### src/rtl/piso_serializer_pkg.sv
// Shared types for the parallel-in/serial-out transmitter.
package piso_pkg;

  typedef enum logic {
    IDLE  = 1'b0,
    SHIFT = 1'b1
  } state_t;

endpackage

### src/rtl/piso_serializer_if.sv
// Load handshake, stall control and serial line between a word producer and the serializer.
interface piso_serializer_if #(
  parameter int WIDTH = 4
);
  logic [WIDTH-1:0] pi;
  logic             load_valid;
  logic             load_ready;
  logic             shift_en;
  logic             so;
  logic             so_valid;
  logic             busy;
  logic             done;

  modport master (
    output pi, load_valid, shift_en,
    input  load_ready, so, so_valid, busy, done
  );

  modport slave (
    input  pi, load_valid, shift_en,
    output load_ready, so, so_valid, busy, done
  );
endinterface

### src/rtl/piso_serializer.sv
// Word-to-bit transmitter: valid/ready load, one bit per enabled clock, gapless back-to-back words.
module piso_serializer
  import piso_pkg::*;
#(
  parameter int WIDTH     = 4,
  parameter bit LSB_FIRST = 1'b1
) (
  input  logic                clk,
  input  logic                rst,
  piso_serializer_if.slave    bus
);

  localparam int               CNT_W    = $clog2(WIDTH);
  localparam logic [CNT_W-1:0] CNT_LAST = CNT_W'(WIDTH - 1);

  state_t           state_r;
  logic [WIDTH-1:0] shreg_r;
  logic [CNT_W-1:0] cnt_r;
  logic             last_s;
  logic             ready_s;
  logic             accept_s;
  logic             so_bit_s;

  assign last_s   = (cnt_r == {CNT_W{1'b0}});
  // Ready in the last-bit cycle lets the next word follow with no idle gap.
  assign ready_s  = !rst && ((state_r == IDLE) || (last_s && bus.shift_en));
  assign accept_s = bus.load_valid && ready_s;
  assign so_bit_s = LSB_FIRST ? shreg_r[0] : shreg_r[WIDTH-1];

  assign bus.load_ready = ready_s;
  assign bus.so         = (state_r == SHIFT) ? so_bit_s : 1'b0;
  assign bus.so_valid   = (state_r == SHIFT);
  assign bus.busy       = (state_r == SHIFT);
  assign bus.done       = (state_r == SHIFT) && last_s;

  // Control FSM and shift datapath.
  always_ff @(posedge clk or posedge rst) begin
    if (rst) begin
      state_r <= IDLE;
      shreg_r <= {WIDTH{1'b0}};
      cnt_r   <= {CNT_W{1'b0}};
    end else begin
      case (state_r)
        IDLE: begin
          if (accept_s) begin
            state_r <= SHIFT;
            shreg_r <= bus.pi;
            cnt_r   <= CNT_LAST;
          end else begin
            state_r <= IDLE;
            shreg_r <= shreg_r;
            cnt_r   <= cnt_r;
          end
        end
        SHIFT: begin
          if (!bus.shift_en) begin
            state_r <= SHIFT;
            shreg_r <= shreg_r;
            cnt_r   <= cnt_r;
          end else if (!last_s) begin
            state_r <= SHIFT;
            shreg_r <= LSB_FIRST ? {1'b0, shreg_r[WIDTH-1:1]}
                                 : {shreg_r[WIDTH-2:0], 1'b0};
            cnt_r   <= cnt_r - {{(CNT_W-1){1'b0}}, 1'b1};
          end else if (accept_s) begin
            state_r <= SHIFT;
            shreg_r <= bus.pi;
            cnt_r   <= CNT_LAST;
          end else begin
            state_r <= IDLE;
            shreg_r <= shreg_r;
            cnt_r   <= cnt_r;
          end
        end
        default: begin
          state_r <= IDLE;
          shreg_r <= {WIDTH{1'b0}};
          cnt_r   <= {CNT_W{1'b0}};
        end
      endcase
    end
  end

endmodule

### src/flat_wrapper.sv
// flat-port wrapper written by rule: the top's interface ports become plain ports
module piso_serializer_flat import piso_pkg::*;
#(
  parameter int WIDTH     = 4,
  parameter bit LSB_FIRST = 1'b1
)
  (clk, rst, bus_pi, bus_load_valid, bus_shift_en, bus_load_ready, bus_so, bus_so_valid, bus_busy, bus_done);
  piso_serializer_if #(.WIDTH(WIDTH)) bus_i ();
  input  logic clk;
  input  logic rst;
  input wire logic [$bits(bus_i.pi)-1:0] bus_pi;
  input wire logic [$bits(bus_i.load_valid)-1:0] bus_load_valid;
  input wire logic [$bits(bus_i.shift_en)-1:0] bus_shift_en;
  output wire logic [$bits(bus_i.load_ready)-1:0] bus_load_ready;
  output wire logic [$bits(bus_i.so)-1:0] bus_so;
  output wire logic [$bits(bus_i.so_valid)-1:0] bus_so_valid;
  output wire logic [$bits(bus_i.busy)-1:0] bus_busy;
  output wire logic [$bits(bus_i.done)-1:0] bus_done;
  assign bus_i.pi = bus_pi;
  assign bus_i.load_valid = bus_load_valid;
  assign bus_i.shift_en = bus_shift_en;
  assign bus_load_ready = bus_i.load_ready;
  assign bus_so = bus_i.so;
  assign bus_so_valid = bus_i.so_valid;
  assign bus_busy = bus_i.busy;
  assign bus_done = bus_i.done;
  piso_serializer #(.WIDTH(WIDTH), .LSB_FIRST(LSB_FIRST)) u_core (.clk(clk), .rst(rst), .bus(bus_i));
endmodule
### config.mk
export PLATFORM = sky130hd
export DESIGN_NAME = piso_serializer_flat
export DESIGN_NICKNAME = d
export VERILOG_FILES = /design/src/rtl/piso_serializer_pkg.sv /design/src/rtl/piso_serializer_if.sv /design/src/rtl/piso_serializer.sv /design/src/flat_wrapper.sv
export SDC_FILE = /design/constraint.sdc
export NUM_CORES = 1
export LEC_CHECK = 0
export BUFFER_PORTS_ARGS = -buffer_cell sky130_fd_sc_hd__buf_4
export CAP_MARGIN = 20
export CORE_AREA = 3 3 40 42
export CTS_CLUSTER_SIZE = 10
export DETAILED_ROUTE_END_ITERATION = 8
export DIE_AREA = 0 0 43 45
export PLACE_DENSITY = 0.58
export SLEW_MARGIN = 20
export SYNTH_ARGS = -nofsm -noshare
export SYNTH_HDL_FRONTEND = slang
export SYNTH_SLANG_ARGS = --single-unit
### constraint.sdc
create_clock -name clk -period 1.7 [get_ports clk]
set_input_delay 0.17 -clock clk [delete_from_list [all_inputs] [get_ports clk]]
set_output_delay 0.17 -clock clk [all_outputs]
set_load 0.1 [all_outputs]
==> impl_metrics.csv, run 1 <==
group,metric,value,unit
floorplan,coreArea,1280,µm²
final_layout,diodes,0,
detailed_routing,ant_nets,0,
cts,clk_latency,0.26,ns
logic_synthesis,ys_ff_latch,7,
sta,period_needed,1.63,ns
outcome,outcome,"complete, no violations",
logic_synthesis,synthCells,39,
hold_path,hp-class,"in -> reg",
detailed_routing,wl_per_cell,11.4,µm
logic_synthesis,ys.warnings.count,0,
sta,worst_slew_pin_slew,0.278,ns
final_layout,drive_gt1_share,44.8,%
floorplan,initial_core_util,29.7,%
logic_synthesis,synthFlopType,"dfrtp_1",
grt,grt_remaining_overflow,0,
cts,numCtsBuffers,3,
logic_synthesis,ys_top_cells_by_area,"dfrtp_1 46%, mux2i_1 5.2%, nand2b_1 4.9%, a21oi_4 4.3%, inv_1 3.9%",
sta,slew_violations,0,
logic_synthesis,synthesis.area,382,µm²
sta,setup_tns,0,ns
setup_path,crit_fanout,4,
logic_synthesis,synth_edf_count,0,
detailed_routing,postRouteWirelength,829,µm
logic_synthesis,ys_types,21,
grt,antenna_found_initial,0,
cts,cts_tree,"done",
grt,grt_first_pass_wirelength,1.42,mm
floorplan,rows,13,
cts,htreeDepth,1,
cts,cts_sinks,7,
hold_path,hold_path.startpoint,"bus_pi[3]",
detailed_routing,firstDrtPassIters,4,
sta,fin_skew,0.00817,ns
logic_synthesis,synth_top_area_share,45.9,%
cts,clk_pin_slew,0.06,ns
setup_path,cp.required,1.53,ns
floorplan,fp.dieArea,1940,µm²
setup_path,arrival,1.46,ns
setup_path,crit_path_start,"u_core.cnt_r[1]",
grt,grt_pass1_vias,339,
setup_path,reg2reg_from,"u_core.cnt_r[1]",
logic_synthesis,async_flop_share,100,%
sta,rsz0062_at_grt,"no",
placement,gp_congestion,0.710,
setup_path,worstSetupStartpointType,"register",
floorplan,die_w,43,µm
final_layout,nNetsFinal,67,
placement,pre_cts_slack,0.202,ns
sta,post-route-period-util,96.1,%
placement,placed_cell_area,520,µm²
logic_synthesis,ys_seq_area_share,45.9,%
final_layout,final_area,586,µm²
sta,hold_viol_final,0,
detailed_routing,post-route-drc-count,0,
cts,cts-root-buf,"clkbuf_4",
sta,relSlewSlack,81.6,%
detailed_routing,num_vias,348,
logic_synthesis,synthesis.nets,47,
sta,setup_viol,0,
logic_synthesis,synth_area_leader_cell,"dfrtp_1",
grt,grt.total_usage,10.9,%
grt,grt_max_degree,13,
detailed_routing,drtIter0Drc,7,
setup_path,crit_type,"reg -> out",
cts,clk_path_buf_depth,2,
logic_synthesis,syn_avg_cell_area,9.79,µm²
final_layout,fin_util,45.6,%
setup_path,cp-end-kind,"output pin",
sta,max_freq,0.612,GHz
floorplan,io_pins,13,
final_layout,synthToLayoutAreaGrowth,53.4,%
setup_path,r2r_slack,0.24,ns
floorplan,die_h,45,µm
detailed_routing,via_per_inst,4.77,
flow_run,drv_cap,0,
placement,dp_hpwl,612,µm
sta,fin_ws,0.0666,ns
placement,io_buffers,12,
## final timing paths
path                                     end  depth (start not counted)
min                        u_core.shreg_r[3]                          3
max reg2reg                u_core.shreg_r[1]                          4
max                           bus_load_ready                          3
min in group asynchronous    u_core.bus.busy                          4
min reg2reg                u_core.shreg_r[3]                          2
max in group asynchronous    u_core.bus.busy                          4
## state kept, by name, summed over array words and instances, names as in the netlist
| name | cells |
|---|---|
| u_core.shreg_r | 4 |
| u_core.cnt_r | 2 |
| u_core.bus.busy | 1 |
## cells in the mapped netlist (all sizes together), types with 2 or more instances
| master | n |
|---|---|
| nand2b | 3 |
| inv | 4 |
| mux2i | 2 |
| nand2 | 4 |
| nor2 | 3 |
| a31oi | 2 |
| buf | 2 |
| a21oi | 2 |
| dfrtp | 7 |
## cell usage in the layout (no fill, tap or decap)
master         instances
nor2_1                 3
nand2b_1               3
dfrtp_1                5
inv_1                  4
mux2i_1                2
buf_4                 15
a21oi_4                2
a21o_1                 1
a31oi_1                2
clkbuf_1               1
o211ai_1               1
dfrtp_2                1
buf_12                 1
o22a_1                 1
and2_2                 1
or3b_4                 1
o21ai_0                1
o221ai_1               1
nand2_1                4
dfrtp_4                1
a311oi_1               1
a221oi_1               1
nor3b_4                1
dlygate4sd3_1          1
clkbuf_4               3
## cells by family after synthesis
kind of cell	Yosys count	share of synthesized area (%)
AO/OA/AOI/OAI	11	23.3
buffers and inverters	6	7.21
flip-flops	7	45.9
multiplexers	2	5.25
AND/OR/NAND/NOR	13	18.4
## critical path, cell delays in order (launching register included)
cell	delay (ns)
dfrtp_2	0.40
or3b_4	0.44
a21oi_4	0.16
buf_12	0.19
## per-layer routing
metal / routed length (µm) / up-vias / GRT usage, %
li1: - / 175 / -
met1: 355 / 159 / 11.0
met5: 0 / - / 0
met2: 399 / 10 / 16.5
met4: 20 / 0 / 7.23
met3: 53 / 4 / 7.17
## per-stage QoR
step,hold slack [ns],instances
3_5_place_dp,0.186,67
4_1_cts,0.129,73
6_report,0.134,73
5_1_grt,0.123,73
2_1_floorplan,-0.0186,39
3_3_place_gp,0.193,67
## layout make-up
class,count,area [µm²]
Fill cell,121,699
Multi-Input combinational cell,26,203
Sequential cell,7,180
Timing Repair Buffer,17,143
Clock buffer,4,26.3
Tap cell,15,18.8
Inverter,4,15.0
## what timing repair did
action                                 4_1_cts  5_1_grt
pin swaps                                    1        0
setup endpoints to repair                    1        1
setup buffers                                1        0
gates resized for setup                      3        2
hold buffers                                 1        0
endpoints found under the hold margin        7        0
Power of run 1 is not shown: default switching activity piles up to over one toggle a cycle in this logic, so the estimate is an artifact.
==> run 2, diff against run 1 <==
==> constraint.sdc (replaced) <==
create_clock -name clk -period 1.76 [get_ports clk]
set_input_delay 0.176 -clock clk [delete_from_list [all_inputs] [get_ports clk]]
set_output_delay 0.176 -clock clk [all_outputs]
set_load 0.1 [all_outputs]
==> impl_metrics.csv, run 2 (synthesis results as in run 1) <==
group,metric,value,unit
final_layout,largest_reg_flops,4,
final_layout,fin_util,43.3,%
final_layout,diodes,0,
sta,max_freq,0.585,GHz
placement,dp_cells,65,
setup_path,worstSetupStartpointType,"register",
final_layout,regArea,181,µm²
setup_path,cp.required,1.58,ns
final_layout,synthToLayoutAreaGrowth,45.9,%
flow_run,drv_cap,0,
detailed_routing,num_vias,339,
final_layout,nNetsFinal,64,
setup_path,arrival,1.53,ns
sta,fin_skew,0.00666,ns
setup_path,crit_family,"flip-flops",
floorplan,fp.dieArea,1940,µm²
floorplan,io_pins,13,
setup_path,crit_buf_inv,1,
detailed_routing,wl_met3,78,µm
sta,setup_viol,0,
final_layout,drive_gt1_share,43.6,%
cts,cts_setup_buffers,0,
setup_path,crit_fanout,5,
placement,dp_hpwl,584,µm
placement,io_buffers,12,
detailed_routing,met1_length,345,µm
sta,hold_viol_final,0,
detailed_routing,postRouteWirelength,800,µm
cts,cts_sinks,7,
hold_path,hp-class,"in -> reg",
grt,grt.total_usage,10.2,%
detailed_routing,dr_wl_met2,369,µm
cts,cts-root-buf,"clkbuf_4",
final_layout,final_common_cell,"buf_4",
cts,htreeDepth,1,
setup_path,cp-end-kind,"output pin",
cts,clk_pin_slew,0.06,ns
final_layout,max_flop_register,"u_core.shreg_r",
sta,relSlewSlack,64.6,%
setup_path,crit_type,"reg -> out",
sta,post-route-period-util,97.0,%
final_layout,fill_cells,137,
detailed_routing,drtIter0Drc,7,
floorplan,initial_core_util,29.7,%
final_layout,final_cell_mix,"12 x buf_4, 4 x inv_1, 4 x nand2_1, 4 x dfrtp_1",
detailed_routing,wl_per_cell,11.4,µm
floorplan,die_h,45,µm
cts,cts_tree,"done",
floorplan,die_w,43,µm
detailed_routing,firstDrtPassIters,4,
setup_path,r2r_slack,0.26,ns
setup_path,reg2reg_from,"u_core.cnt_r[1]",
outcome,outcome,"complete, no violations",
floorplan,rows,13,
setup_path,crit_path_start,"u_core.cnt_r[1]",
grt,grt_pass1_vias,305,
detailed_routing,post-route-drc-count,0,
final_layout,multi_input_area,195,µm²
floorplan,coreArea,1280,µm²
setup_path,critical_path.max_stage_delay,0.44,ns
grt,grt_remaining_overflow,0,
sta,whs,0.131,ns
setup_path,path_cells,"or3b_4, a21oi_2, buf_12",
detailed_routing,via_per_inst,4.84,
sta,worst_slew_pin_slew,0.529,ns
sta,rsz0062_at_grt,"no",
grt,grt_first_pass_wirelength,1.40,mm
sta,slew_violations,0,
cts,clk_path_buf_depth,2,
setup_path,ff2ff_path_depth,4,
placement,gp_congestion,0.705,
detailed_routing,ant_nets,0,
setup_path,r2r_end,"u_core.shreg_r[1]",
sta,period_needed,1.71,ns
setup_path,cp.depth,3,
setup_path,crit_path_end,"bus_load_ready",
grt,antenna_found_initial,0,
final_layout,finalNonFillerCells,70,
cts,clk_latency,0.26,ns
setup_path,critPathSlowestCell,"dfrtp_2",
detailed_routing,dr.max_layer_used,"met4",
grt,grt_max_degree,13,
cts,numCtsBuffers,3,
-- run 2: worst reg2reg max path, stage by stage (launching register included) --
cell,delay (ns)
dfrtp_2,0.44
or3b_4,0.44
a21oi_4,0.24
mux2i_1,0.21
nor2_1,0.05
-- run 2: metrics by stage --
stage	setup slack [ns]	setup TNS, ns	instance area, µm²
after floorplan	-0.169	-0.326	402
after global routing	0.0104	0	557
after detailed placement	0.256	0	505
final	0.0520	0	557
after global placement	0.266	0	505
after CTS	0.0233	0	546
-- run 2: final cells by class --
type	instances	share of cell area [%]
clock buffer	4	4.72
timing repair buffer	14	21.6
tap	15	3.37
sequential	7	32.6
inverter	4	2.70
multi-input combinational	26	35.1
-- run 2: how the worst min path moves through the flow --
stage | from | endpoint | slack [ns] | depth (start not counted)
floorplan | rst | u_core.cnt_r[0] | -0.01 | 1
global placement | rst | u_core.bus.busy | 0.17 | 3
detailed placement | rst | u_core.bus.busy | 0.17 | 3
CTS | bus_shift_en | u_core.cnt_r[0] | 0.13 | 2
global route | bus_shift_en | u_core.cnt_r[0] | 0.14 | 2
finish | bus_shift_en | u_core.cnt_r[0] | 0.13 | 2
-- run 2: timing repair --
action | CTS | global route
resized for setup | 1 | 4
hold buffers | 1 | 0
endpoints found under the hold margin | 7 | 0
endpoints found under the setup margin | 1 | 1
-- run 2: metal layers --
| metal | vias to the layer above | GRT usage [%] |
|---|---|---|
| met5 | - | 0 |
| met4 | 0 | 3.61 |
| met3 | 2 | 7.57 |
| met2 | 13 | 14.1 |
| met1 | 156 | 12.3 |
| li1 | 168 | - |
Power of run 2 is left out for the same reason.
==> run 3, diff against run 2 <==
--- a/config.mk
+++ b/config.mk
@@ -5,13 +5,14 @@
 export SDC_FILE = /design/constraint.sdc
 export NUM_CORES = 1
 export LEC_CHECK = 0
+export ABC_AREA = 1
 export BUFFER_PORTS_ARGS = -buffer_cell sky130_fd_sc_hd__buf_4
 export CAP_MARGIN = 20
 export CORE_AREA = 3 3 40 42
-export CTS_CLUSTER_SIZE = 10
+export CTS_CLUSTER_SIZE = 8
 export DETAILED_ROUTE_END_ITERATION = 8
 export DIE_AREA = 0 0 43 45
-export PLACE_DENSITY = 0.58
+export PLACE_DENSITY = 0.62
 export SLEW_MARGIN = 20
 export SYNTH_ARGS = -nofsm -noshare
 export SYNTH_HDL_FRONTEND = slang
==> constraint.sdc (replaced) <==
create_clock -name clk -period 2.2 [get_ports clk]
set_input_delay 0.22 -clock clk [delete_from_list [all_inputs] [get_ports clk]]
set_output_delay 0.22 -clock clk [all_outputs]
set_load 0.1 [all_outputs]
==> impl_metrics.csv, run 3 <==
group,metric,value,unit
sta,worst_slew_pin_slew,0.405,ns
final_layout,diodes,0,
floorplan,rows,13,
logic_synthesis,synth_top_area_share,39.9,%
setup_path,arrival,1.40,ns
placement,dp_hpwl,739,µm
setup_path,crit_fanout,11,
logic_synthesis,yosys.cell_count.top_type,"nand2_1",
sta,setup_tns,0,ns
detailed_routing,post-route-drc-count,0,
flow_run,drv_cap,0,
detailed_routing,num_vias,419,
logic_synthesis,ys_types,19,
final_layout,fin_util,45.4,%
logic_synthesis,async_flop_share,100,%
final_layout,final_cell_mix,"15 x nand2_1, 12 x buf_4, 11 x inv_1, 7 x dfrtp_1",
final_layout,final_common_cell,"nand2_1",
final_layout,nNetsFinal,83,
sta,hold_viol_final,0,
sta,rsz0062_at_grt,"no",
cts,cts_sinks,7,
sta,max_freq,0.617,GHz
cts,cts-root-buf,"clkbuf_4",
cts,clk_pin_slew,0.06,ns
sta,relSlewSlack,73.0,%
final_layout,synthToLayoutAreaGrowth,32.8,%
logic_synthesis,synth_compound_area_share,10.3,%
sta,fin_skew,0.00496,ns
floorplan,io_pins,13,
cts,cts_resized,0,
logic_synthesis,synth_fa_ha_area_share,0,%
sta,slew_violations,0,
logic_synthesis,synthFlopType,"dfrtp_1",
floorplan,die_h,45,µm
sta,period_needed,1.62,ns
sta,setup_viol,0,
placement,pre_cts_slack,0.848,ns
setup_path,crit_type,"reg -> out",
detailed_routing,drtIter0Drc,3,
final_layout,max_flop_register,"u_core.shreg_r",
floorplan,die_w,43,µm
cts,clk_latency,0.25,ns
setup_path,worstSetupStartpointType,"register",
grt,grt_pass1_vias,409,
placement,io_buffers,12,
logic_synthesis,synthesis.area,439,µm²
final_layout,largest_reg_flops,4,
logic_synthesis,muxShareOfSynthArea,0,%
grt,grt_remaining_overflow,0,
grt,antenna_found_initial,0,
logic_synthesis,syn_avg_cell_area,7.44,µm²
hold_path,hp-class,"in -> reg",
detailed_routing,ant_nets,0,
grt,grt_first_pass_wirelength,1.63,mm
setup_path,cp-end-kind,"output pin",
detailed_routing,postRouteWirelength,978,µm
logic_synthesis,ys.warnings.count,0,
cts,cts_tree,"done",
logic_synthesis,synth_area_leader_cell,"dfrtp_1",
logic_synthesis,synth_edf_count,0,
logic_synthesis,ys_top_cells_by_area,"dfrtp_1 40%, nand2_1 13%, inv_1 9.4%, nand3_4 4.0%, a21oi_1 3.4%",
logic_synthesis,synth_top_family_by_area,"simple AND/OR/NAND/NOR gates",
final_layout,drive_gt1_share,31.1,%
floorplan,initial_core_util,34.2,%
outcome,outcome,"complete, no violations",
floorplan,fp.dieArea,1940,µm²
detailed_routing,via_per_inst,4.71,
logic_synthesis,synthesis.nets,67,
logic_synthesis,synthCells,59,
setup_path,cp.required,1.98,ns
grt,grt.total_usage,11.2,%
grt,grt_max_degree,12,
cts,clk_path_buf_depth,2,
detailed_routing,wl_per_cell,11.0,µm
logic_synthesis,synth_xor_area_share,0,%
sta,fin_ws,0.579,ns
floorplan,coreArea,1280,µm²
cts,numCtsBuffers,3,
placement,gp_congestion,0.701,
logic_synthesis,ys_seq_area_share,39.9,%
cts,htreeDepth,1,
sta,post-route-period-util,73.7,%
logic_synthesis,synth_common_cells,"15 x nand2_1, 11 x inv_1, 7 x dfrtp_1",
logic_synthesis,ys_ff_latch,7,
logic_synthesis,synthSimpleGateAreaFrac,37.6,%
detailed_routing,firstDrtPassIters,4,
run 3: final timing paths:
path                                        start                 to  slack [ns]  cells after the start
max in group asynchronous                     rst    u_core.cnt_r[0]        1.40                      3
worst min-delay path                    bus_pi[3]  u_core.shreg_r[3]        0.20                      3
worst max register to register    u_core.bus.busy  u_core.shreg_r[0]        1.02                      6
worst max-delay path              u_core.bus.busy           bus_done        0.58                      3
worst min register to register  u_core.shreg_r[3]  u_core.shreg_r[3]        0.57                      4
min in group asynchronous                     rst  u_core.shreg_r[2]        0.52                      3
run 3: area by class of cell:
cell class                 instances  area (µm²)
fill                             125         702
sequential                         7         175
tap                               15        18.8
inverter                          11        41.3
timing repair buffer              13         100
multi-input combinational         39         221
clock buffer                       4        26.3
run 3: cells by family after synthesis:
| kind of cell | Yosys count |
|---|---|
| simple gates | 31 |
| buf+inv | 13 |
| compound gates | 8 |
| flops | 7 |
run 3: through the flow:
stage / cells / hold slack (ns) / cell area (µm²)
global placement: 84 / 0.238 / 547
CTS: 89 / 0.206 / 583
floorplan: 59 / 0.0617 / 450
finish: 89 / 0.203 / 583
detailed placement: 84 / 0.232 / 547
global route: 89 / 0.238 / 583
run 3: worst max-delay path, cell delays in order (launching register included):
cell	delay (ns)
dfrtp_1	0.59
inv_1	0.16
nor2_4	0.12
buf_4	0.29
run 3: timing repair:
action,CTS,global route
setup buffers,0,0
hold endpoints to repair,7,0
hold buffers,1,0
run 3: routing by layer:
layer	part of all wire [%]	vias to the layer above	global-route usage, %
met5	0	-	0
met2	49	17	20.1
met1	42	186	12.5
met4	1.6	0	5.42
li1	-	214	-
met3	6.9	2	2.79
Power of run 3 is left out for the same reason.
